$ cat config.mk
export PLATFORM = sky130hd
export DESIGN_NAME = axi_read_responder
export DESIGN_NICKNAME = d
export VERILOG_FILES = /design/src/rtl/axi_pkg.sv /design/src/rtl/axi_burst_addr_gen.sv /design/src/rtl/axi_read_responder.sv
export SDC_FILE = /design/constraint.sdc
export NUM_CORES = 1
export LEC_CHECK = 0
export BUFFER_PORTS_ARGS = -buffer_cell sky130_fd_sc_hd__clkbuf_2
export CORE_MARGIN = 2
export CORE_UTILIZATION = 45
export CTS_CLUSTER_SIZE = 8
export DETAILED_ROUTE_END_ITERATION = 6
export HOLD_SLACK_MARGIN = 0.02
export PLACE_DENSITY = 0.7
export SLEW_MARGIN = 20
export SYNTH_ARGS = -nofsm -noshare
export SYNTH_HDL_FRONTEND = slang
export SYNTH_SLANG_ARGS = --single-unit
$ cat constraint.sdc
create_clock -name ACLK -period 6 [get_ports ACLK]
set_input_delay 1.8 -clock ACLK [delete_from_list [all_inputs] [get_ports ACLK]]
set_output_delay 1.8 -clock ACLK [all_outputs]
set_load 0.01 [all_outputs]
$ cat src/rtl/axi_pkg.sv
// AXI burst/response encodings and the read responder state encoding.
package axi_pkg;

  localparam logic [1:0] BURST_FIXED = 2'b00;
  localparam logic [1:0] BURST_INCR  = 2'b01;
  localparam logic [1:0] BURST_WRAP  = 2'b10;
  localparam logic [1:0] BURST_RSVD  = 2'b11;

  localparam logic [1:0] RESP_OKAY   = 2'b00;
  localparam logic [1:0] RESP_EXOKAY = 2'b01;
  localparam logic [1:0] RESP_SLVERR = 2'b10;
  localparam logic [1:0] RESP_DECERR = 2'b11;

  typedef enum logic [1:0] {
    ST_IDLE,
    ST_FETCH,
    ST_DATA
  } state_t;

endpackage

$ cat src/rtl/axi_burst_addr_gen.sv
// Combinational next-beat address for FIXED, INCR and WRAP bursts.
module axi_burst_addr_gen
  import axi_pkg::*;
#(
  parameter int ADDR_W = 32
) (
  input  logic [ADDR_W-1:0] addr,
  input  logic [2:0]        size,
  input  logic [7:0]        len,
  input  logic [1:0]        burst,
  output logic [ADDR_W-1:0] next_addr
);

  logic [ADDR_W-1:0] step;
  logic [ADDR_W-1:0] span;
  logic [ADDR_W-1:0] incr;

  always_comb begin
    step = ADDR_W'(1) << size;
    span = step * (ADDR_W'(len) + ADDR_W'(1));
    incr = addr + step;
    next_addr = addr;
    unique case (1'b1)
      burst == BURST_INCR: next_addr = incr;
      burst == BURST_WRAP:
        next_addr = (addr & ~(span - ADDR_W'(1)))
                  | (incr & (span - ADDR_W'(1)));
      default: next_addr = addr;
    endcase
  end

endmodule

$ cat src/rtl/axi_read_responder.sv
// AXI4 read-channel responder: one burst at a time from a
// synchronous single-port memory, two cycles per beat.
module axi_read_responder
  import axi_pkg::*;
#(
  parameter int                ADDR_W   = 32,
  parameter int                DATA_W   = 64,
  parameter logic [ADDR_W-1:0] MEM_BASE = 32'h8000_0000,
  parameter logic [ADDR_W-1:0] MEM_SIZE = 32'h0800_0000
) (
  input  logic              ACLK,
  input  logic              ARESET,
  input  logic              ARVALID,
  output logic              ARREADY,
  input  logic [ADDR_W-1:0] ARADDR,
  input  logic [7:0]        ARLEN,
  input  logic [2:0]        ARSIZE,
  input  logic [1:0]        ARBURST,
  input  logic [2:0]        ARPROT,
  output logic              RVALID,
  input  logic              RREADY,
  output logic [DATA_W-1:0] RDATA,
  output logic [1:0]        RRESP,
  output logic              RLAST,
  output logic              mem_en,
  output logic [ADDR_W-1:0] mem_addr,
  input  logic [DATA_W-1:0] mem_rdata
);

  localparam int         OFF_W    = $clog2(DATA_W / 8);
  localparam logic [2:0] MAX_SIZE = 3'(OFF_W);

  state_t            state;
  state_t            next;
  logic              arready_q;
  logic              fresh;
  logic [ADDR_W-1:0] addr_q;
  logic [ADDR_W-1:0] addr_nxt;
  logic [7:0]        len_q;
  logic [7:0]        beat;
  logic [2:0]        size_q;
  logic [1:0]        burst_q;
  logic [1:0]        resp_q;
  logic [1:0]        ar_resp;
  logic [DATA_W-1:0] rdata_q;
  logic [ADDR_W-1:0] step;
  logic [ADDR_W-1:0] off;
  logic              ar_hs;
  logic              last;
  logic              len_ok;
  logic              slverr;
  logic              decerr;
  logic              unused_prot;

  assign unused_prot = ^ARPROT;
  assign ar_hs       = ARVALID && arready_q;
  assign last        = beat == len_q;
  assign ARREADY     = arready_q;
  assign mem_addr    = {addr_q[ADDR_W-1:OFF_W], OFF_W'(0)};

  // Error class is fixed for the whole burst at the AR handshake.
  always_comb begin
    step   = ADDR_W'(1) << ARSIZE;
    off    = ARADDR - MEM_BASE;
    len_ok = ARLEN inside {8'd1, 8'd3, 8'd7, 8'd15};
    slverr = (ARSIZE > MAX_SIZE)
          || (ARBURST == BURST_RSVD)
          || (ARBURST == BURST_WRAP && !len_ok)
          || (ARBURST == BURST_WRAP
              && (ARADDR & (step - ADDR_W'(1))) != '0);
    decerr = off >= MEM_SIZE;
    if (slverr)      ar_resp = RESP_SLVERR;
    else if (decerr) ar_resp = RESP_DECERR;
    else             ar_resp = RESP_OKAY;
  end

  axi_burst_addr_gen #(
    .ADDR_W(ADDR_W)
  ) u_addr_gen (
    .addr     (addr_q),
    .size     (size_q),
    .len      (len_q),
    .burst    (burst_q),
    .next_addr(addr_nxt)
  );

  always_comb begin
    next   = state;
    mem_en = 1'b0;
    RVALID = 1'b0;
    RLAST  = 1'b0;
    RRESP  = RESP_OKAY;
    RDATA  = '0;
    unique case (state)
      ST_IDLE: begin
        if (ar_hs) next = ST_FETCH;
      end
      ST_FETCH: begin
        mem_en = resp_q == RESP_OKAY;
        next   = ST_DATA;
      end
      ST_DATA: begin
        RVALID = 1'b1;
        RLAST  = last;
        RRESP  = resp_q;
        // memory word arrives on the first DATA cycle, held after
        if (resp_q == RESP_OKAY) RDATA = fresh ? mem_rdata : rdata_q;
        if (RREADY) next = last ? ST_IDLE : ST_FETCH;
      end
      default: next = ST_IDLE;
    endcase
  end

  always_ff @(posedge ACLK) begin
    if (ARESET) begin
      state     <= ST_IDLE;
      arready_q <= 1'b0;
      fresh     <= 1'b0;
      rdata_q   <= '0;
      addr_q    <= '0;
      len_q     <= '0;
      size_q    <= '0;
      burst_q   <= BURST_FIXED;
      resp_q    <= RESP_OKAY;
      beat      <= '0;
    end else begin
      state     <= next;
      arready_q <= next == ST_IDLE;
      fresh     <= state == ST_FETCH;
      if (state == ST_DATA && fresh) rdata_q <= mem_rdata;
      if (ar_hs) begin
        addr_q  <= ARADDR;
        len_q   <= ARLEN;
        size_q  <= ARSIZE;
        burst_q <= ARBURST;
        resp_q  <= ar_resp;
        beat    <= '0;
      end
      if (state == ST_DATA && RREADY && !last) begin
        addr_q <= addr_nxt;
        beat   <= beat + 8'd1;
      end
    end
  end

endmodule

; ---- Yosys cells after proc, flatten, opt, wreduce, memory -nomap -nowiden
; Cells that the tools add are included.
[totals]
ff_bits = 123
input_bits = 116
[classes]
n_addsub = 6
multipliers = 1
n_lt_le_gt_ge = 2
eq_ne = 12
n_shift = 2
n_mux = 18
bitwise_logic = 5
reduce_logical = 18
[op_table]
columns = op, n
row1 = 64-bit two-way mux, 3
row2 = 32-bit AND, 3
row3 = 32-bit two-way mux, 2
row4 = 32-bit case mux with 2 select lines, 1
row5 = 1-bit by 3-bit left shift with 32-bit output (first input constant), 2
row6 = 32-bit by 1-bit subtractor with 32-bit output (second input constant), 2
row7 = 32-bit adder, 1
row8 = 32-bit by 28-bit greater-or-equal comparator with 1-bit output (second input constant), 1
row9 = 32-bit by 32-bit multiplier with 32-bit output, 1
row10 = 32-bit inverter, 1
row11 = 32-bit OR, 1
row12 = 32-bit nonzero test, 1
row13 = 32-bit subtractor (second input constant), 1
row14 = 8-bit two-way mux, 2
row15 = 2-bit two-way mux, 5
row16 = 8-bit by 1-bit adder with 9-bit output (second input constant), 1
row17 = 8-bit by 1-bit adder with 8-bit output (second input constant), 1
row18 = 2-bit equality test (second input constant), 4
row19 = 8-bit by 1-bit equality test with 1-bit output (second input constant), 1
row20 = 8-bit by 2-bit equality test with 1-bit output (second input constant), 1
row21 = 8-bit by 3-bit equality test with 1-bit output (second input constant), 1
row22 = 8-bit by 4-bit equality test with 1-bit output (second input constant), 1
row23 = 8-bit equality test, 1
row24 = 1-bit logical AND, 6
row25 = 11 further kinds, 20

; ---- Logic depth before layout (Yosys ltp)
; Gate-level depths: netlist of the first run.
[depth]
depth_word = 8
ltp_mapped = 24

; ---- Modules after synthesis
; From an unflattened synthesis of the first run, not the netlist that was laid out.
[unflattened]
cells_unflattened = 1485
area_unflattened_um2 = 11008.1
[modules_own_cells]
columns = mod, n_inst, cells_per_inst, area_per_inst_um2, seq_area_each_um2
row1 = axi_read_responder, 1, 824, 6178.4, 2462.4
row2 = axi_burst_addr_gen, 1, 661, 4829.6, 0.0

; ---- Least setup slack after synthesis of the first run
; OpenSTA, ideal clock, no wires.
[synth_timing]
kind = reg2reg
startpoint = reg size_q[1]
endpoint = reg (tool-made name)
setup_ps = 93
arrival_ps = 5906
required_ps = 5907
path_slack_ps = 1
path_stages_with_launch = 25
period_less_slack_ps = 5999
cell_sequence = dfxtp_1 > clkbuf_1 > or3b_2 > inv_1 > nand2_1 > fa_1 > inv_1 > ha_1 > inv_1 > fa_1 > inv_1 > fa_1 > inv_1 > fa_1 > inv_1 > ha_1 > a21o_1 > a31o_2 > o21ai_0 > o21ai_0 > a221oi_1 > a21o_1 > clkbuf_1 > a22oi_1 > o32ai_1
[synth_rtl]
columns = element, line
row1 = from (decl), axi_read_responder.sv:41  ; logic [2:0] size_q;
row2 = from (signal assigned), axi_read_responder.sv:122  ; size_q <= '0;
row3 = from (signal assigned), axi_read_responder.sv:134  ; size_q <= ARSIZE;

==> flow_summary.yaml, run 1 <==
pwr:
  power_frac_comb: 0.280
  ir_worst_vdd_mv: 0.2175
  power_mw: 2.691
  cellLeakagePower_nw: 5.487
  switching_power_mw: 0.8837
  cell_internal_pwr_mw: 1.808
  clockPowerShare: 0.394
  power.sequential.fraction: 0.327
  power.switching_fraction: 0.3284
  cellPowerDensity_nw_per_um2: 212.5
route:
  drcViolationCount: 0
  drt.antenna.violating_nets: 0
  route.detailed.wl_per_inst_um: 16.13
  drt-initial-drc-count: 762
  drt_pass1_iterations: 7
  wl_mm: 30.19
  detailroute.via_count: 10330
  post_drt_via_cell_ratio: 5.517
worst_hold_path:
  min_to: "rdata_q[13]"
  timing.hold.worst.start: "rdata_q[13]"
  holdPathStages: 2
  hold_path.class: "register to register"
global_routing:
  first_global_vias: 9275
  grt_pass1_wl_mm: 46.32
  initial_antenna_violation_count: 0
  globalRoute.totalOverflow: 0
  grt_use_total: 0.2353
  maximum_number_of_pins_on_one_net_before_global_route_repair: 70
clock_network:
  clock_tree_from_tritoncts: "built"
  post_cts_hold_buffer_count: 0
  worstSkewPairLatency_ps: 430
  cts_num_sinks: 123
  clkTransAtPathRegs_ps: 60
  max-clock-path-buffers: 2
  clock_tree.root_cell: "clkbuf_16"
  numCtsBuffers: 17
  cts_max_level: 4
yosys:
  synth_async_sr_flop_share: 0
  syn-mean-instance-area_sq_um: 7.614
  post_synth_main_area_contributors: "dfxtp_1, nand2_1, fa_1, ha_1, mux2i_1"
  synth_flop_cell: "dfxtp_1"
  ys_seq_area_frac: 0.2354
  synth_largest_type_area_fraction: 0.2354
  syn-cell-area_sq_um: 10460
  post_synth_inst_count: 1374
  ys_types: 77
  synth-edff-count: 0
  ys_warn_count: 0
  synth-seq-cells: 123
  synth_top_area_cell: "dfxtp_1"
timing:
  fin_setup_tns_ps: 0
  final.period_utilization: 0.9666
  number_of_setup_violations_in_the_final_report: 0
  clock-skew-final_ps: 22.07
  worst_slew_pin_slew_ps: 1140
  worst_slack_ps: 200.1
  period_minus_slack_ps: 5800
  slew_violations: 0
  worst_slew_margin_rel: 0.2403
  max_clock_freq_mhz: 172.4
  finalHoldViolations: 0
worst_setup_path:
  setup.worst_path.start_class: "register"
  worstSetupPathType: "register to register"
  rr_worst_depth: 24
  required_ps: 6290
  start_of_the_worst_register_to_register_path: "len_q[3]"
  critical_path_arrival_ps: 6090
  cp-end-kind: "register"
  reg2reg_slack_ps: 200
  worstPathMaxFanout: 8
placed_design:
  post_dp_cell_area_sq_um: 11880
  place.gp.congestion: 0.9111
  port_buffers: 211
  hpwl_mm: 22.47
  dp_worst_setup_slack_ps: -29.31
cells_and_area:
  n_antenna_cell: 0
  most-common-layout-cells: "nand2_1, clkbuf_2, nor2_1"
  final_core_utilization: 0.5577
  area_growth_syn_to_layout_pct: 21.06
  finish.net_count: 1812
  layout-drive-gt1-share: 0.2300
  fill_cells: 2144
  leading_cell_type_in_the_layout_fill_and_taps_excluded: "nand2_1"
  layout.cell_area.non_filler_sq_um: 12660
job:
  cap_violations: 0
die:
  io-pin-count: 218
  design.die.area_sq_um: 24480
  core_sq_um: 22710
  row_count: 55
  die-width_um: 156.5
  initial_utilization: 0.4607
  die_height_um: 156.5
status:
  outcome: "finished clean"
## cell families (layout without fill, tap and decap cells)
| group | Yosys count | after routing | share of synthesized area |
|---|---|---|---|
| compound gates | 292 | 292 | 0.1727 |
| xor+xnor | 43 | 43 | 0.03600 |
| fa+ha+maj | 122 | 122 | 0.1796 |
| buf+inv | 199 | 410 | 0.08695 |
| flops | 123 | 123 | 0.2354 |
| mux | 68 | 68 | 0.06506 |
| other cells | 1 | 3 | 0.0003585 |
| simple gates | 526 | 526 | 0.2239 |
## synth_stat cells, drive strengths merged, types with 3 or more instances
master	count
fa	47
nor3b	3
or3	5
a21oi	134
a31o	5
and3	20
clkbuf	55
nand4	3
and2	9
o21a	5
nor2	144
dfxtp	123
and4b	3
a311oi	10
o221ai	3
mux2i	68
or3b	3
a22oi	8
nor4	11
a211o	4
xor2	20
nand2b	15
o211ai	5
nand2	257
inv	95
xnor2	23
a211oi	16
a21o	9
a2111oi	5
a31oi	11
nor2b	10
nand3	17
buf	48
ha	75
a221oi	6
nand3b	5
o21ai	48
o31ai	3
o32ai	5
nor3	10
## critical path, cell delays in order (launching register included)
cell and delay [ps]:
dfxtp_4 400, and3_1 180, and3_1 190, and3_1 170
xor2_1 180, buf_4 200, buf_4 130, nand2_1 50
ha_1 290, fa_1 530, inv_1 60, fa_1 500
fa_1 490, ha_1 300, ha_1 340, a21oi_1 180
o21ai_0 140, nor2b_1 180, nor3_2 180, o211ai_1 130
buf_4 190, buf_4 160, a31o_2 230, o21ai_0 170
a21oi_1 80
## cell type report
cell class              instances  area [sq um]  share of cell area
clock buffers                  17         425.4             0.03359
multi-input cells            1054          7258              0.5731
well taps                     285         356.6             0.02816
inverters                      95         356.6             0.02816
repair buffers                283          1615              0.1275
flip-flops and latches        123          2472              0.1952
clock inverters                15         180.2             0.01423
## worst max path at each step
| stage | endpoint | slack [ps] | startpoint |
|---|---|---|---|
| after CTS | register | 20 | size_q[2] |
| after floorplan | register | 1 | size_q[1] |
| final | register | 200 | len_q[3] |
| after global placement | register | 70 | size_q[2] |
| after detailed placement | register | -30 | size_q[2] |
| after global routing | register | -60 | len_q[3] |
## through the flow
step | hold WS (ps) | cells
after CTS | 454.4 | 1868
after floorplan | 433.0 | 1376
after global routing | 466.9 | 1872
final | 452.5 | 1872
after global placement | 440.7 | 1836
after detailed placement | 445.8 | 1836
## routing by layer
layer	GRT usage	vias to the layer above	wire [um]	part of all wire
met5	0	-	0	0
met4	0.09174	0	871	0.029
met3	0.04791	55	2305	0.076
met2	0.3870	384	14140	0.47
met1	0.3035	4838	12880	0.43
li1	-	5051	-	-
## power groups by stage
stage | Clock [mW] | Sequential (mW) | Combinational [mW]
after floorplan | 0 | 0.879 | 0.452
after global placement | 0 | 0.895 | 0.671
after detailed placement | 0 | 0.896 | 0.684
after CTS | 1.07 | 0.878 | 0.693
after global routing | 1.10 | 0.883 | 0.819
final | 1.06 | 0.880 | 0.753
## timing repair
item                                    in CTS  in global routing
endpoints found under the setup margin       4                 23
pin swaps                                    0                  5
buffers inserted                             0                  4
gates resized for setup                      2                 35
(Power assumes the default switching activity.)
==> run 2: changes to the inputs <==
Settings changed: SYNTH_HIERARCHICAL set to 1.
==> run 2 against run 1 <==
Net effect:
- the run now ends with setup timing left
- synthesized cell count rose by 8.1%
- fmax decreased by 4.1%
- clock-buffer cell count stayed put
- non-clock buffer count up 46
- sequential power down 0.9%
- register-to-register slack got worse by 250 ps
- first-iteration DRC count down 1.6%
==> flow_summary.yaml, run 2 <==
worst_setup_path:
  delay_of_the_slowest_cell_on_the_worst_path_ps: 550
  start_of_the_worst_register_to_register_path: "len_q[0]"
  crit-reg2reg-capture: "addr_q[16]"
  critPathCapture: "addr_q[16]"
  cp-end-kind: "register"
  critical_path.slowest_cell: "fa_1"
  critPathMostFrequentCell: "fa_1"
  crit_family: "adder cells"
  critical_path_arrival_ps: 6370
  cp_num_cells: 26
  reg2reg_slack_ps: -50
  setup.worst_path.start_class: "register"
  worstPathBufferInverterCount: 7
  rr_worst_depth: 26
  required_ps: 6320
  critical_path.startpoint: "len_q[0]"
  worstSetupPathType: "register to register"
  worstPathMaxFanout: 4
cells_and_area:
  biggestRegsByFlops: "rdata_q x64, addr_q x32"
  multi_input_gate_area_in_the_final_layout_sq_um: 8172
  sequential_cell_area_sq_um: 2487
  n_antenna_cell: 0
  leading_cell_type_in_the_layout_fill_and_taps_excluded: "nand2_1"
  area_growth_syn_to_layout_pct: 27.24
  most-common-layout-cells: "nand2_1, clkbuf_2, nor2_1"
  fill_cells: 2193
  top_register: "rdata_q"
  layout-drive-gt1-share: 0.2779
  final_cell_count_no_fill: 2062
  max_reg_flops: 64
  layout.cell_area.non_filler_sq_um: 14010
  finish.net_count: 1966
pwr:
  cellLeakagePower_nw: 5.837
  clockPowerShare: 0.347
  switching_power_mw: 0.9840
  ir_worst_vdd_mv: 0.1927
  power_mw: 2.877
  cellPowerDensity_nw_per_um2: 205.4
  power_frac_comb: 0.349
  power.sequential.fraction: 0.303
  cell_internal_pwr_mw: 1.893
  power.switching_fraction: 0.3420
status:
  outcome: "complete, but fails checks"
  violations_in_the_final_reports: "setup timing"
timing:
  finalHoldViolations: 0
  unrepaired_setup_endpoints_after_global_routing: "true"
  period_minus_slack_ps: 6048
  max_clock_freq_mhz: 165.4
  worst_slack_ps: -47.54
  clock-skew-final_ps: 13.28
  worst_slew_margin_rel: 0.3978
  slew_violations: 0
  hold_slack_ps: 455.0
  final.period_utilization: 1.008
  number_of_setup_violations_in_the_final_report: 2
  worst_slew_pin_slew_ps: 903.2
placed_design:
  place.gp.congestion: 0.9158
  total_instance_count_after_detailed_placement: 2006
  hpwl_mm: 23.79
  post_dp_cell_area_sq_um: 12650
  port_buffers: 211
die:
  die_height_um: 160.4
  core_sq_um: 24180
  row_count: 57
  io-pin-count: 218
  design.die.area_sq_um: 25730
  die-width_um: 160.4
  initial_utilization: 0.4553
yosys:
  ys_types: 81
  synth_top_area_cell: "dfxtp_1"
  ys_warn_count: 6
  post_synth_main_area_contributors: "dfxtp_1, nand2_1, ha_1, fa_1, nor2_1"
  synth_flop_cell: "dfxtp_1"
  synth_async_sr_flop_share: 0
  synth-edff-count: 0
  synth-seq-cells: 123
  synth.top_cells.by_count: "nand2_1, nor2_1, a21oi_1"
  syn-mean-instance-area_sq_um: 7.413
  syn-cell-area_sq_um: 11010
  synthMostInstantiatedCell: "nand2_1"
  synth_largest_type_area_fraction: 0.2237
  post_synth_inst_count: 1485
  ys_seq_area_frac: 0.2237
clock_network:
  worstSkewPairLatency_ps: 420
  max-clock-path-buffers: 2
  cts_max_level: 4
  clkTransAtPathRegs_ps: 60
  clock_tree.root_cell: "clkbuf_16"
  clock_tree_from_tritoncts: "built"
  cts_num_sinks: 123
  numCtsBuffers: 17
worst_hold_path:
  hold_path.class: "register to register"
job:
  cap_violations: 0
global_routing:
  grt_use_total: 0.2475
  globalRoute.totalOverflow: 0
  grt_pass1_wl_mm: 52.87
  initial_antenna_violation_count: 0
  maximum_number_of_pins_on_one_net_before_global_route_repair: 75
  first_global_vias: 10760
route:
  drt.antenna.violating_nets: 0
  route.detailed.wl_per_inst_um: 15.90
  drt_pass1_iterations: 5
  drcViolationCount: 0
  post_drt_via_cell_ratio: 5.493
  detailroute.via_count: 11330
  drt-initial-drc-count: 750
  wl_mm: 32.80
[run 2: changes by cell type in the layout (fill, tap and decap cells not counted), sizes merged, moves of 8 or more]
cell,delta
nand2,+51
buf,+46
nor2,+36
a311oi,+25
o21ai,-15
xor2,-8
[run 2: repair_timing]
action                                  CTS  global route
endpoints found under the setup margin   16            22
buffers inserted                          7            19
pin swaps                                29            72
hold buffers                              0             0
gates resized for setup                  35            97
[run 2: metrics by stage]
stage | setup WS, ps | util | setup TNS, ps
finish | -47.54 | 0.5794 | -68.72
global route | -271.8 | 0.5794 | -2273
CTS | -16.65 | 0.5559 | -34.23
detailed placement | -272.1 | 0.5234 | -2535
global placement | -224.3 | 0.5234 | -1946
floorplan | 11.61 | - | 0
[run 2: worst reg2reg max path, delay by kind of cell (launching register included)]
kind,cells,cell delay [ps]
AO/OA/AOI/OAI,7,1380
adder cells (fa/ha/maj),7,2930
multiplexers,1,130
XOR/XNOR,1,180
flip-flops,1,370
buffers and inverters,7,790
AND/OR/NAND/NOR,3,190
[run 2: power by group through the flow]
stage	registers, mW	logic (mW)	clock network, mW
after floorplan	0.876	0.537	0
after global placement	0.887	0.774	0
after detailed placement	0.888	0.784	0
after CTS	0.871	0.853	1.02
after global routing	0.876	1.09	1.05
final	0.872	1.01	0.999
[run 2: how the worst min path moves through the flow]
stage / start / depth (start not counted) / slack, ps / endpoint
5_1_grt: rdata_q[38] / 2 / 470 / rdata_q[38]
3_5_place_dp: rdata_q[46] / 2 / 450 / rdata_q[46]
4_1_cts: rdata_q[46] / 2 / 450 / rdata_q[46]
3_3_place_gp: rdata_q[1] / 2 / 440 / rdata_q[1]
6_report: rdata_q[57] / 2 / 450 / rdata_q[57]
2_1_floorplan: size_q[1] / 2 / 440 / size_q[1]
[run 2: cell type report]
class                           count  share of cell area
Clock buffer                       17             0.03037
Inverter                          102             0.02751
Timing Repair Buffer              329              0.1423
Sequential cell                   123              0.1776
Tap cell                          324             0.02894
Multi-Input combinational cell   1153              0.5834
Clock inverter                     14            0.009915
[run 2: cell families (layout without fill, tap and decap cells)]
kind of cell    Yosys count  count (layout)  synth area share
buf+inv                 211             462           0.08593
fa+ha+maj               124             124            0.1730
mux                      66              66           0.06001
flops                   123             123            0.2237
simple gates            620             620            0.2447
other cells               1               3         0.0003407
xor+xnor                 38              38           0.03023
compound gates          302             302            0.1821
[run 2: metal layers]
layer  vias up  share of wire  GRT usage
li1       5517              -          -
met1      5340           0.42     0.3206
met2       422           0.48     0.4150
met3        47          0.081    0.05682
met4         0          0.021    0.06757
met5         -              0          0
